$ cat src/rtl/core_pkg.sv
// Shared types and elaboration helpers for the up/down counter family.
package core_pkg;

    typedef enum logic {
        DIR_UP   = 1'b0,
        DIR_DOWN = 1'b1
    } count_dir_e;

    // Legal counting range: 2 <= modulus <= 2**width.
    function automatic bit modulus_ok(input int width, input longint modulus);
        return (modulus >= 2) && (modulus <= (longint'(1) << width));
    endfunction

endpackage

$ cat src/rtl/updown_counter_if.sv
// Control and status bundle for updown_counter.
interface updown_counter_if #(
    parameter int WIDTH = 4
);
    logic             en;
    logic             load;
    logic [WIDTH-1:0] load_val;
    logic             dir;
    logic [WIDTH-1:0] count;
    logic             tc;
    logic             carry;
    logic             sat;
    logic             load_err;

    modport master (
        output en, load, load_val, dir,
        input  count, tc, carry, sat, load_err
    );

    modport slave (
        input  en, load, load_val, dir,
        output count, tc, carry, sat, load_err
    );
endinterface

$ cat src/rtl/updown_counter_next.sv
// Combinational step logic: next count for one enabled edge and range-end detect.
module counter_next
    import core_pkg::*;
#(
    parameter int WIDTH   = 4,
    parameter int MODULUS = 16
) (
    input  logic [WIDTH-1:0] count,
    input  count_dir_e       dir,
    input  logic             mode,
    output logic [WIDTH-1:0] next_count,
    output logic             end_reached
);
    // One extra bit so MODULUS = 2**WIDTH is representable.
    localparam logic [WIDTH:0] MAX_EXT = (WIDTH+1)'(MODULUS - 1);

    logic [WIDTH:0] cnt_ext;
    logic [WIDTH:0] nxt_ext;

    always_comb begin
        cnt_ext     = {1'b0, count};
        nxt_ext     = cnt_ext;
        end_reached = 1'b0;
        if (dir == DIR_UP) begin
            end_reached = (cnt_ext == MAX_EXT);
            if (!end_reached)
                nxt_ext = cnt_ext + 1'b1;
            else if (!mode)
                nxt_ext = '0;
        end else begin
            end_reached = (cnt_ext == '0);
            if (!end_reached)
                nxt_ext = cnt_ext - 1'b1;
            else if (!mode)
                nxt_ext = MAX_EXT;
        end
        next_count = nxt_ext[WIDTH-1:0];
    end
endmodule

$ cat src/rtl/updown_counter.sv
// Parametrised up/down counter with wrap/saturate, carry pulse and load range error.
module updown_counter
    import core_pkg::*;
#(
    parameter int WIDTH    = 4,
    parameter int MODULUS  = 16,
    parameter int SATURATE = 0
) (
    input  logic             clk,
    input  logic             reset,
    updown_counter_if.slave  bus
);
    if (!modulus_ok(WIDTH, longint'(MODULUS))) begin : g_bad_modulus
        $error("updown_counter: MODULUS must satisfy 2 <= MODULUS <= 2**WIDTH");
    end

    localparam logic [WIDTH:0] MOD_EXT = (WIDTH+1)'(MODULUS);
    localparam logic [WIDTH:0] MAX_EXT = (WIDTH+1)'(MODULUS - 1);

    logic [WIDTH-1:0] count_q, count_d;
    logic             carry_q, carry_d;
    logic             sat_q, sat_d;
    logic             load_err_q, load_err_d;

    logic [WIDTH-1:0] step_count;
    logic             step_end;
    count_dir_e       dir;

    assign dir = count_dir_e'(bus.dir);

    counter_next #(
        .WIDTH   (WIDTH),
        .MODULUS (MODULUS)
    ) u_next (
        .count       (count_q),
        .dir         (dir),
        .mode        (SATURATE != 0),
        .next_count  (step_count),
        .end_reached (step_end)
    );

    always_comb begin
        count_d    = count_q;
        carry_d    = 1'b0;
        load_err_d = 1'b0;
        sat_d      = sat_q;
        if (bus.load) begin
            sat_d = 1'b0;
            if ({1'b0, bus.load_val} >= MOD_EXT) begin
                count_d    = MAX_EXT[WIDTH-1:0];
                load_err_d = 1'b1;
            end else begin
                count_d = bus.load_val;
            end
        end else if (bus.en) begin
            count_d = step_count;
            if (step_end) begin
                if (SATURATE != 0)
                    sat_d = 1'b1;
                else
                    carry_d = 1'b1;
            end else begin
                sat_d = 1'b0;
            end
        end
    end

    always_ff @(posedge clk) begin
        if (reset) begin
            count_q    <= '0;
            carry_q    <= 1'b0;
            sat_q      <= 1'b0;
            load_err_q <= 1'b0;
        end else begin
            count_q    <= count_d;
            carry_q    <= carry_d;
            sat_q      <= sat_d;
            load_err_q <= load_err_d;
        end
    end

    // Terminal count follows dir immediately, independent of en.
    assign bus.tc       = (dir == DIR_UP) ? ({1'b0, count_q} == MAX_EXT) : (count_q == '0);
    assign bus.count    = count_q;
    assign bus.carry    = carry_q;
    assign bus.sat      = sat_q;
    assign bus.load_err = load_err_q;
endmodule

$ cat src/flat_wrapper.sv
// flat-port wrapper written by rule: the top's interface ports become plain ports
module updown_counter_flat import core_pkg::*;
#(
    parameter int WIDTH    = 4,
    parameter int MODULUS  = 16,
    parameter int SATURATE = 0
)
  (clk, reset, bus_en, bus_load, bus_load_val, bus_dir, bus_count, bus_tc, bus_carry, bus_sat, bus_load_err);
  updown_counter_if #(.WIDTH(WIDTH)) bus_i ();
  input  logic clk;
  input  logic reset;
  input wire logic [$bits(bus_i.en)-1:0] bus_en;
  input wire logic [$bits(bus_i.load)-1:0] bus_load;
  input wire logic [$bits(bus_i.load_val)-1:0] bus_load_val;
  input wire logic [$bits(bus_i.dir)-1:0] bus_dir;
  output wire logic [$bits(bus_i.count)-1:0] bus_count;
  output wire logic [$bits(bus_i.tc)-1:0] bus_tc;
  output wire logic [$bits(bus_i.carry)-1:0] bus_carry;
  output wire logic [$bits(bus_i.sat)-1:0] bus_sat;
  output wire logic [$bits(bus_i.load_err)-1:0] bus_load_err;
  assign bus_i.en = bus_en;
  assign bus_i.load = bus_load;
  assign bus_i.load_val = bus_load_val;
  assign bus_i.dir = bus_dir;
  assign bus_count = bus_i.count;
  assign bus_tc = bus_i.tc;
  assign bus_carry = bus_i.carry;
  assign bus_sat = bus_i.sat;
  assign bus_load_err = bus_i.load_err;
  updown_counter #(.WIDTH(WIDTH), .MODULUS(MODULUS), .SATURATE(SATURATE)) u_core (.clk(clk), .reset(reset), .bus(bus_i));
endmodule
$ cat config.mk
export PLATFORM = sky130hd
export DESIGN_NAME = updown_counter_flat
export DESIGN_NICKNAME = d
export VERILOG_FILES = /design/src/rtl/core_pkg.sv /design/src/rtl/updown_counter_if.sv /design/src/rtl/updown_counter_next.sv /design/src/rtl/updown_counter.sv /design/src/flat_wrapper.sv
export SDC_FILE = /design/constraint.sdc
export NUM_CORES = 1
export LEC_CHECK = 0
export BUFFER_PORTS_ARGS = -buffer_cell sky130_fd_sc_hd__buf_2
export CORE_AREA = 4 4 41 43
export DETAILED_ROUTE_END_ITERATION = 6
export DIE_AREA = 0 0 45 47
export PLACE_DENSITY_LB_ADDON = 0.12
export SLEW_MARGIN = 20
export SYNTH_ARGS = -nofsm -noshare
export SYNTH_HDL_FRONTEND = slang
export SYNTH_SLANG_ARGS = --single-unit
export TNS_END_PERCENT = 1
$ cat constraint.sdc
create_clock -name clk -period 1.3 [get_ports clk]
set_input_delay 0 -clock clk [delete_from_list [all_inputs] [get_ports clk]]
set_output_delay 0 -clock clk [all_outputs]
set_load 0.02 [all_outputs]
Word level (Yosys, flattened, before mapping). Index checks and enable logic that the tools add are counted.

Word-level logic and storage cells: 16. Output and inout bits: 8. Input bits: 9. Flip-flop bits (word level): 5.

Reduce and logical (&&, ||, !) cells: 3. Mux-type cells: 7. Equality and inequality tests: 1. Bitwise logic cells: 1. $add $sub $neg: 2.

Operators with widths (number): 4-bit 2-to-1 mux (5); 4-bit by 1-bit adder with 4-bit output, second input constant (1); 4-bit equality test, second input constant (1); 4-bit logical NOT (1); 4-bit by 1-bit subtractor with 4-bit output, second input constant (1); 3-bit OR reduction (1); 1-bit 2-to-1 mux (2); 2-bit nonzero test (1); 1-bit inverter (1).

Depth between registers and ports, before layout. Gate-level depths: netlist of the first run.

Depth in word-level cells: 5. Mapped depth: 6. Gate-level depth less buffers: 6.

Modules after synthesis. Synthesis of the first run repeated with hierarchy kept, for this count alone.

Cells, all modules: 66. Area total of the unflattened synthesis: 521.8 um^2.

By module, submodules not included: counter_next (area each 265.3 um^2, cells an instance 40, instances 1, seq. area each 0.0 um^2); updown_counter (area each 256.5 um^2, cells an instance 26, instances 1, seq. area each 100.1 um^2).

Least setup slack after synthesis of the first run. OpenSTA, ideal clock, no wires.

Path kind: flip-flop to flip-flop. Start: register u_core.count_q[0] (netlist: u_core.bus.count[0]). End: register u_core.carry_q (netlist: u_core.bus.carry). Cell stages (with the launch flop): 6. Path slack: -0.164 ns. Data arrival time: 1.404 ns. Period minus slack after synthesis: 1.464 ns. Required time: 1.239 ns. Setup time: 0.061 ns. Buffers on the path: 0. Cell sequence: dfxtp_1 ha_1 nor2b_1 nand3_1 nand2_1 and4bb_2.

Word-level cells in the longest chain between the ends: 3. Elaborated cells on any way between the ends: 4. Those cells by class: eq/ne (1); mux (2); reduce/logical (1).

RTL lines: start: declaration (line updown_counter.sv:20) `logic [WIDTH-1:0] count_q, count_d;`; start signal: assignment (line updown_counter.sv:75) `count_q <= count_d;`; 4-bit equality test / 4-bit logical NOT (equally long branches); 1-bit 2-to-1 mux *; via bus_tc (line flat_wrapper.sv:17) `output wire logic [$bits(bus_i.tc)-1:0] bus_tc;`; 1-bit 2-to-1 mux * (line updown_counter.sv:57) `if (step_end) begin`; end signal: assignment (line updown_counter.sv:76) `carry_q <= carry_d;`; end: declaration (line updown_counter.sv:21) `logic carry_q, carry_d;`.

Mark *: on every way through the listed nets, which the timed path passes. The rest lies on a longest branch. A chain may end at the register's enable or synchronous reset.

Worst setup path after layout of the first run.
Start: register u_core.count_q[0] (netlist: u_core.bus.count[0]). End: register u_core.count_q[2] (netlist: u_core.bus.count[2]).

Word-level cells in the longest chain between the ends: 5. Elaborated cells on any way between the ends: 9. Those cells by class: add/sub (2); eq/ne (1); mux (5); reduce/logical (1).

RTL lines: 4-bit by 1-bit adder with 4-bit output (tied with other cells) (line updown_counter_next.sv:27) `nxt_ext = cnt_ext + 1'b1;`; 4-bit 2-to-1 mux, on equally long branches (line updown_counter_next.sv:26, updown_counter_next.sv:32); 4-bit 2-to-1 mux * (line updown_counter_next.sv:24) `if (dir == DIR_UP) begin`; 4-bit 2-to-1 mux * (line updown_counter.sv:55) `end else if (bus.en) begin`; 4-bit 2-to-1 mux * (line updown_counter.sv:47) `if (bus.load) begin`.

Mark *: on every way between the ends. The rest lies on a longest branch, timed or not. The select of a mux whose other input is x is not followed.

==> results of run 1 <==
-- metrics by stage --
step	setup slack (ps)	hold WS [ps]
2_1_floorplan	-13.2	61.7
3_3_place_gp	45.7	244
3_5_place_dp	43.6	245
4_1_cts	-6.60	37.7
5_1_grt	-15.1	62.5
6_report	54.6	49.3
-- cell usage in the layout (no fill, tap or decap), types with 3 or more instances in the layout --
| cell | n |
|---|---|
| inv_1 | 3 |
| nor2_1 | 5 |
| a21oi_1 | 5 |
| buf_4 | 4 |
| clkbuf_4 | 3 |
| buf_2 | 13 |
-- report_power, final --
| group | leakage (nW) | internal, mW | switching [mW] |
|---|---|---|---|
| logic | 0.199 | 0.0944 | 0.0913 |
| clock network | 0.0150 | 0.117 | 0.0754 |
| registers | 0.0429 | 0.165 | 0.0209 |
| total | 0.256 | 0.376 | 0.188 |
-- metal layers --
metal / vias to the layer above / track usage (%)
li1: 217 / -
met1: 180 / 15.8
met2: 14 / 16.4
met3: 0 / 6.90
met4: 0 / 1.75
met5: - / 0
-- logic make-up (layout without fill, tap and decap cells) --
logic type / count (synthesis) / count (layout) / synth area share, %
flip-flops: 5 / 5 / 25.1
XOR/XNOR: 2 / 2 / 4.39
AO/OA/AOI/OAI: 14 / 14 / 22.3
AND/OR/NAND/NOR: 20 / 20 / 31.3
buffers and inverters: 8 / 26 / 9.72
adder cells (fa/ha/maj): 2 / 2 / 6.27
other: 1 / 2 / 0.940
-- area by class of cell --
type | count | area share [%]
Clock buffer | 4 | 4.29
Inverter | 3 | 1.84
Multi-Input combinational cell | 40 | 54.3
Sequential cell | 5 | 17.8
Tap cell | 15 | 3.06
Timing Repair Buffer | 19 | 18.8
-- flip-flops by register name (all words and copies together), names as in the netlist --
register	count
u_core.bus.carry	1
u_core.bus.count	4
-- path summary, 6_finish.rpt --
kind | from | to | slack (ps) | cells after the start
worst max register to register | u_core.bus.count[0] | u_core.bus.count[2] | 50 | 6
worst min-delay path | bus_load_val[0] | u_core.bus.count[0] | 50 | 3
worst min register to register | u_core.bus.count[3] | u_core.bus.count[3] | 710 | 2
worst max-delay path | u_core.bus.count[0] | u_core.bus.count[2] | 50 | 6
-- critical path, cell delays in order, from the launching register on --
cell     delay, ps
dfxtp_4        360
inv_1           80
ha_4           180
and2_1         130
o21ai_1        150
xnor2_1         80
o21a_1         170
-- repair_timing --
action | CTS | global route
hold buffers | 2 | 0
endpoints found under the setup margin | 1 | 4
endpoints found under the hold margin | 2 | 0
gates resized for setup | 5 | 8
buffers inserted | 0 | 0
pin swaps | 0 | 2
==> Implementation_results.wiki, run 1 <==
{| class="wikitable"
! Metric !! Value
|-
| Via density || 4.78
|-
| Routed wire length on met3 || 84 um
|-
| Total Neg Setup Slack || 0 ps
|-
| Cell Pwr Density || 919 nW/um^2
|-
| Io pins || 17
|-
| Cell accounting for the most synthesized area || dfxtp_1
|-
| Total number of placement rows || 13
|-
| Critical Path AT || 1390 ps
|-
| GRT Util Overall || 11.7%
|-
| Maximum fanout along the worst path || 4
|-
| Critical path capture point type || flip-flop
|-
| Number of nets with antenna violations after routing || 0
|-
| Violation count after the first detailed-route iteration || 0
|-
| Clock tree buffer depth || 2
|-
| Number of flops mapped to enable cells by yosys || 0
|-
| First-pass GRT wire length || 1720 um
|-
| Final net count || 83
|-
| Setup repair after global routing missed its margin || yes
|-
| Clock root buffer master || clkbuf_4
|-
| Sinks on Clock Net || 5
|-
| Run status || completed
|-
| Diodes inserted || 0
|-
| Final period utilization || 95.8%
|-
| Routed len/inst || 12.0 um
|-
| Vias in the first global route || 373
|-
| Met2 WL || 461 um
|-
| Count of state elements after synthesis || 5
|-
| Prevailing post-synth register cell || dfxtp_1
|-
| Grt ovf || 0
|-
| CTS clk-pin slew, worst paths || 50 ps
|-
| Netlist cell types || 27
|-
| Top layer reached by signal wires || met3
|-
| Pwr Total || 0.563 mW
|-
| Leakage dissipation || 0.256 nW
|-
| Number of buffers inserted by port buffering || 14
|-
| Top cell types by occurrence after synthesis || a21oi_1, dfxtp_1, nor2_1
|-
| Die Height || 47 um
|-
| VDD IR max || 441 uV
|-
| Clock tree skew after final layout || 0.547 ps
|-
| Share of flip-flops with an asynchronous set or reset after synthesis || 0%
|-
| Post-Place Cells || 80
|-
| Syn_area_per_cell || 7.68 sq um
|-
| Yosys synthesis warning count || 0
|-
| Post-Syn Instances || 52
|-
| Final hold vios || 0
|-
| Register area share after synthesis || 25.1%
|-
| FF/Latch Area || 109 sq um
|-
| Clock insertion delay at the later pin of the skew report || 250 ps
|-
| Placed wire-length estimate after detailed placement || 773 um
|-
| Slew Limit Fails || 0
|-
| Core box area || 1300 sq um
|-
| Total die area || 2120 sq um
|-
| Min Tclk post-route || 1250 ps
|-
| TritonCTS clock tree || yes
|-
| Max frequency || 0.803 GHz
|-
| Routed wire length || 1040 um
|-
| Number of failing setup endpoints in the final timing report || 0
|-
| Total via count after detailed routing || 411
|-
| Layout Area Growth over Synthesis || 53.6%
|-
| Maximum number of pins on one net before global-route repair || 12
|-
| Number of filler cells placed in the layout || 134
|-
| Fraction of layout instances using a drive strength above 1 || 46.5%
|-
| End-of-flow core utilization || 47.1%
|-
| Count of TritonRoute iterations in the first routing pass || 1
|-
| Required time of the critical path || 1440 ps
|-
| Multi-input gate area in the final layout || 333 sq um
|-
| Finished Cell Area || 613 sq um
|-
| Number of standard cells in the layout, taps in and fillers out || 86
|-
| Netlist Area Pre-Place || 399 sq um
|-
| Total placed instance area || 492 sq um
|-
| DRT met1 WL || 488 um
|-
| Number of maximum-capacitance constraint violations || 0
|-
| Main area contributors after synthesis || dfxtp_1, a21oi_1, ha_1
|-
| DRC violation count after routing || 0
|-
| GPL Wtd Cong || 0.672
|-
| Hold Path Class || primary input to flip-flop
|-
| Initial core utilization || 30.7%
|-
| Die W || 45 um
|-
| Synth top area share || 25.1%
|-
| Number of buffers inserted during clock tree synthesis || 3
|-
| Number of antenna violations at the first check in global routing || 0
|-
| CP Launch Type || flip-flop
|-
| Total number of H-tree levels || 1
|-
| Critical Setup Path Class || flip-flop to flip-flop
|}
No activity file was read; power rests on OpenSTA's default activity.
==> inputs of run 2 (changes only) <==
Settings changed: CELL_PAD_IN_SITES_DETAIL_PLACEMENT set to 1, CELL_PAD_IN_SITES_GLOBAL_PLACEMENT set to 1, CORE_AREA 4 4 41 43 to unset, CORE_MARGIN set to 4, CORE_UTILIZATION set to 27, DIE_AREA 0 0 45 47 to unset, HOLD_SLACK_MARGIN set to 0.1.
==> Implementation_results.wiki, run 2 (same netlist as run 1, synthesis figures left out) <==
{| class="wikitable"
! Metric !! Value
|-
| GPL Wtd Cong || 0.674
|-
| Clock root buffer master || clkbuf_4
|-
| Required time of the critical path || 1300 ps
|-
| Number of antenna violations at the first check in global routing || 0
|-
| Layout Area Growth over Synthesis || 65.5%
|-
| Grt ovf || 0
|-
| Count of TritonRoute iterations in the first routing pass || 2
|-
| Initial core utilization || 29.6%
|-
| Leakage dissipation || 0.275 nW
|-
| Number of filler cells placed in the layout || 173
|-
| VDD IR max || 430 uV
|-
| Maximum number of pins on one net before global-route repair || 12
|-
| Slew Limit Fails || 0
|-
| Total die area || 2160 sq um
|-
| Clock insertion delay at the later pin of the skew report || 250 ps
|-
| Via density || 4.99
|-
| Die Height || 46.5 um
|-
| Flip-flop count of the largest register after layout || 4
|-
| Setup repair after global routing missed its margin || yes
|-
| Fraction of layout instances using a drive strength above 1 || 45.3%
|-
| Finished Cell Area || 661 sq um
|-
| CP Launch Type || flip-flop
|-
| Total number of placement rows || 13
|-
| Die W || 46.5 um
|-
| Violation count after the first detailed-route iteration || 2
|-
| Diodes inserted || 0
|-
| Total via count after detailed routing || 449
|-
| Routed wire length || 1320 um
|-
| Total placed instance area || 484 sq um
|-
| Number of failing setup endpoints in the final timing report || 0
|-
| Final worst hold slack || 150 ps
|-
| Maximum fanout along the worst path || 5
|-
| Total Neg Setup Slack || 0 ps
|-
| Core box area || 1350 sq um
|-
| Min Tclk post-route || 1280 ps
|-
| TritonCTS clock tree || yes
|-
| Number of buffers inserted during clock tree synthesis || 3
|-
| DRC violation count after routing || 0
|-
| Clock tree buffer depth || 2
|-
| Total number of H-tree levels || 1
|-
| Most common library cell in the layout ignoring fill and taps || buf_2
|-
| Number of maximum-capacitance constraint violations || 0
|-
| Final net count || 87
|-
| CTS clk-pin slew, worst paths || 50 ps
|-
| GRT Util Overall || 13.9%
|-
| Final period utilization || 98.8%
|-
| Final hold vios || 0
|-
| First-pass GRT wire length || 2090 um
|-
| Vias in the first global route || 461
|-
| Cell Pwr Density || 887 nW/um^2
|-
| Placed wire-length estimate after detailed placement || 837 um
|-
| End-of-flow core utilization || 48.9%
|-
| Critical Path AT || 1280 ps
|-
| Sinks on Clock Net || 5
|-
| Pwr Total || 0.586 mW
|-
| Max frequency || 0.779 GHz
|-
| Routed len/inst || 14.7 um
|-
| Hold Path Class || primary input to flip-flop
|-
| Number of buffers inserted by port buffering || 14
|-
| Run status || completed
|-
| Highest-count cells in the layout ignoring fill and taps || buf_2, dlygate4sd3_1, a21oi_1, nor2_1
|-
| Critical Setup Path Class || flip-flop to primary output
|-
| Number of nets with antenna violations after routing || 0
|-
| Clock tree skew after final layout || 0.357 ps
|-
| Critical path capture point type || primary output
|-
| Io pins || 17
|}
==> run 2: cell count changes in the layout (fill, tap and decap cells not counted), sizes merged <==
cell         before  now
dlygate4sd3       2    6
==> run 2: area by class of cell <==
cell class	instances	area, sq um	share of cell area [%]
sequential	5	109	16.5
multi-input combinational	40	337	50.9
clock buffer	4	26.3	3.98
tap	15	18.8	2.84
inverter	3	11.3	1.70
timing repair buffer	23	159	24.1
==> run 2: per-layer routing <==
metal	GRT usage, %	vias to the layer above	wire length, um
li1	-	223	-
met1	16.6	208	563
met2	22.5	18	668
met3	6.25	0	92
met4	3.41	0	0
met5	0	-	0
==> run 2: path summary, 6_finish.rpt <==
check / to / cells after the start / start / slack, ps
min reg2reg: u_core.bus.count[0] / 3 / u_core.bus.count[0] / 620
max: bus_tc / 5 / u_core.bus.count[1] / 20
max reg2reg: u_core.bus.count[2] / 6 / u_core.bus.count[0] / 50
min: u_core.bus.count[2] / 2 / bus_load / 150
==> run 2: power by group <==
group          internal [mW]  switching (mW)  leakage [nW]
registers              0.165          0.0227        0.0429
logic                  0.104          0.0988         0.217
clock network          0.117          0.0781        0.0150
total                  0.386           0.200         0.275
==> run 2: metrics by stage <==
| step | instances | worst slack [ps] |
|---|---|---|
| 2_1_floorplan | 53 | -13.2 |
| 3_3_place_gp | 79 | 16.2 |
| 3_5_place_dp | 79 | -17.5 |
| 4_1_cts | 90 | 2.30 |
| 5_1_grt | 90 | -37.6 |
| 6_report | 90 | 16.1 |
==> run 2: what timing repair did <==
action | CTS | global route
setup buffers | 1 | 0
pin swaps | 0 | 2
gates resized for setup | 8 | 7
setup endpoints to repair | 4 | 4
hold buffers | 6 | 0
endpoints found under the hold margin | 4 | 0
==> run 2: worst max-delay path, cell delays in order, from the launching register on <==
cell and delay, ps:
dfxtp_4 370, ha_4 140, nor2b_4 170, nand3_2 110, nand2_2 110, buf_6 120
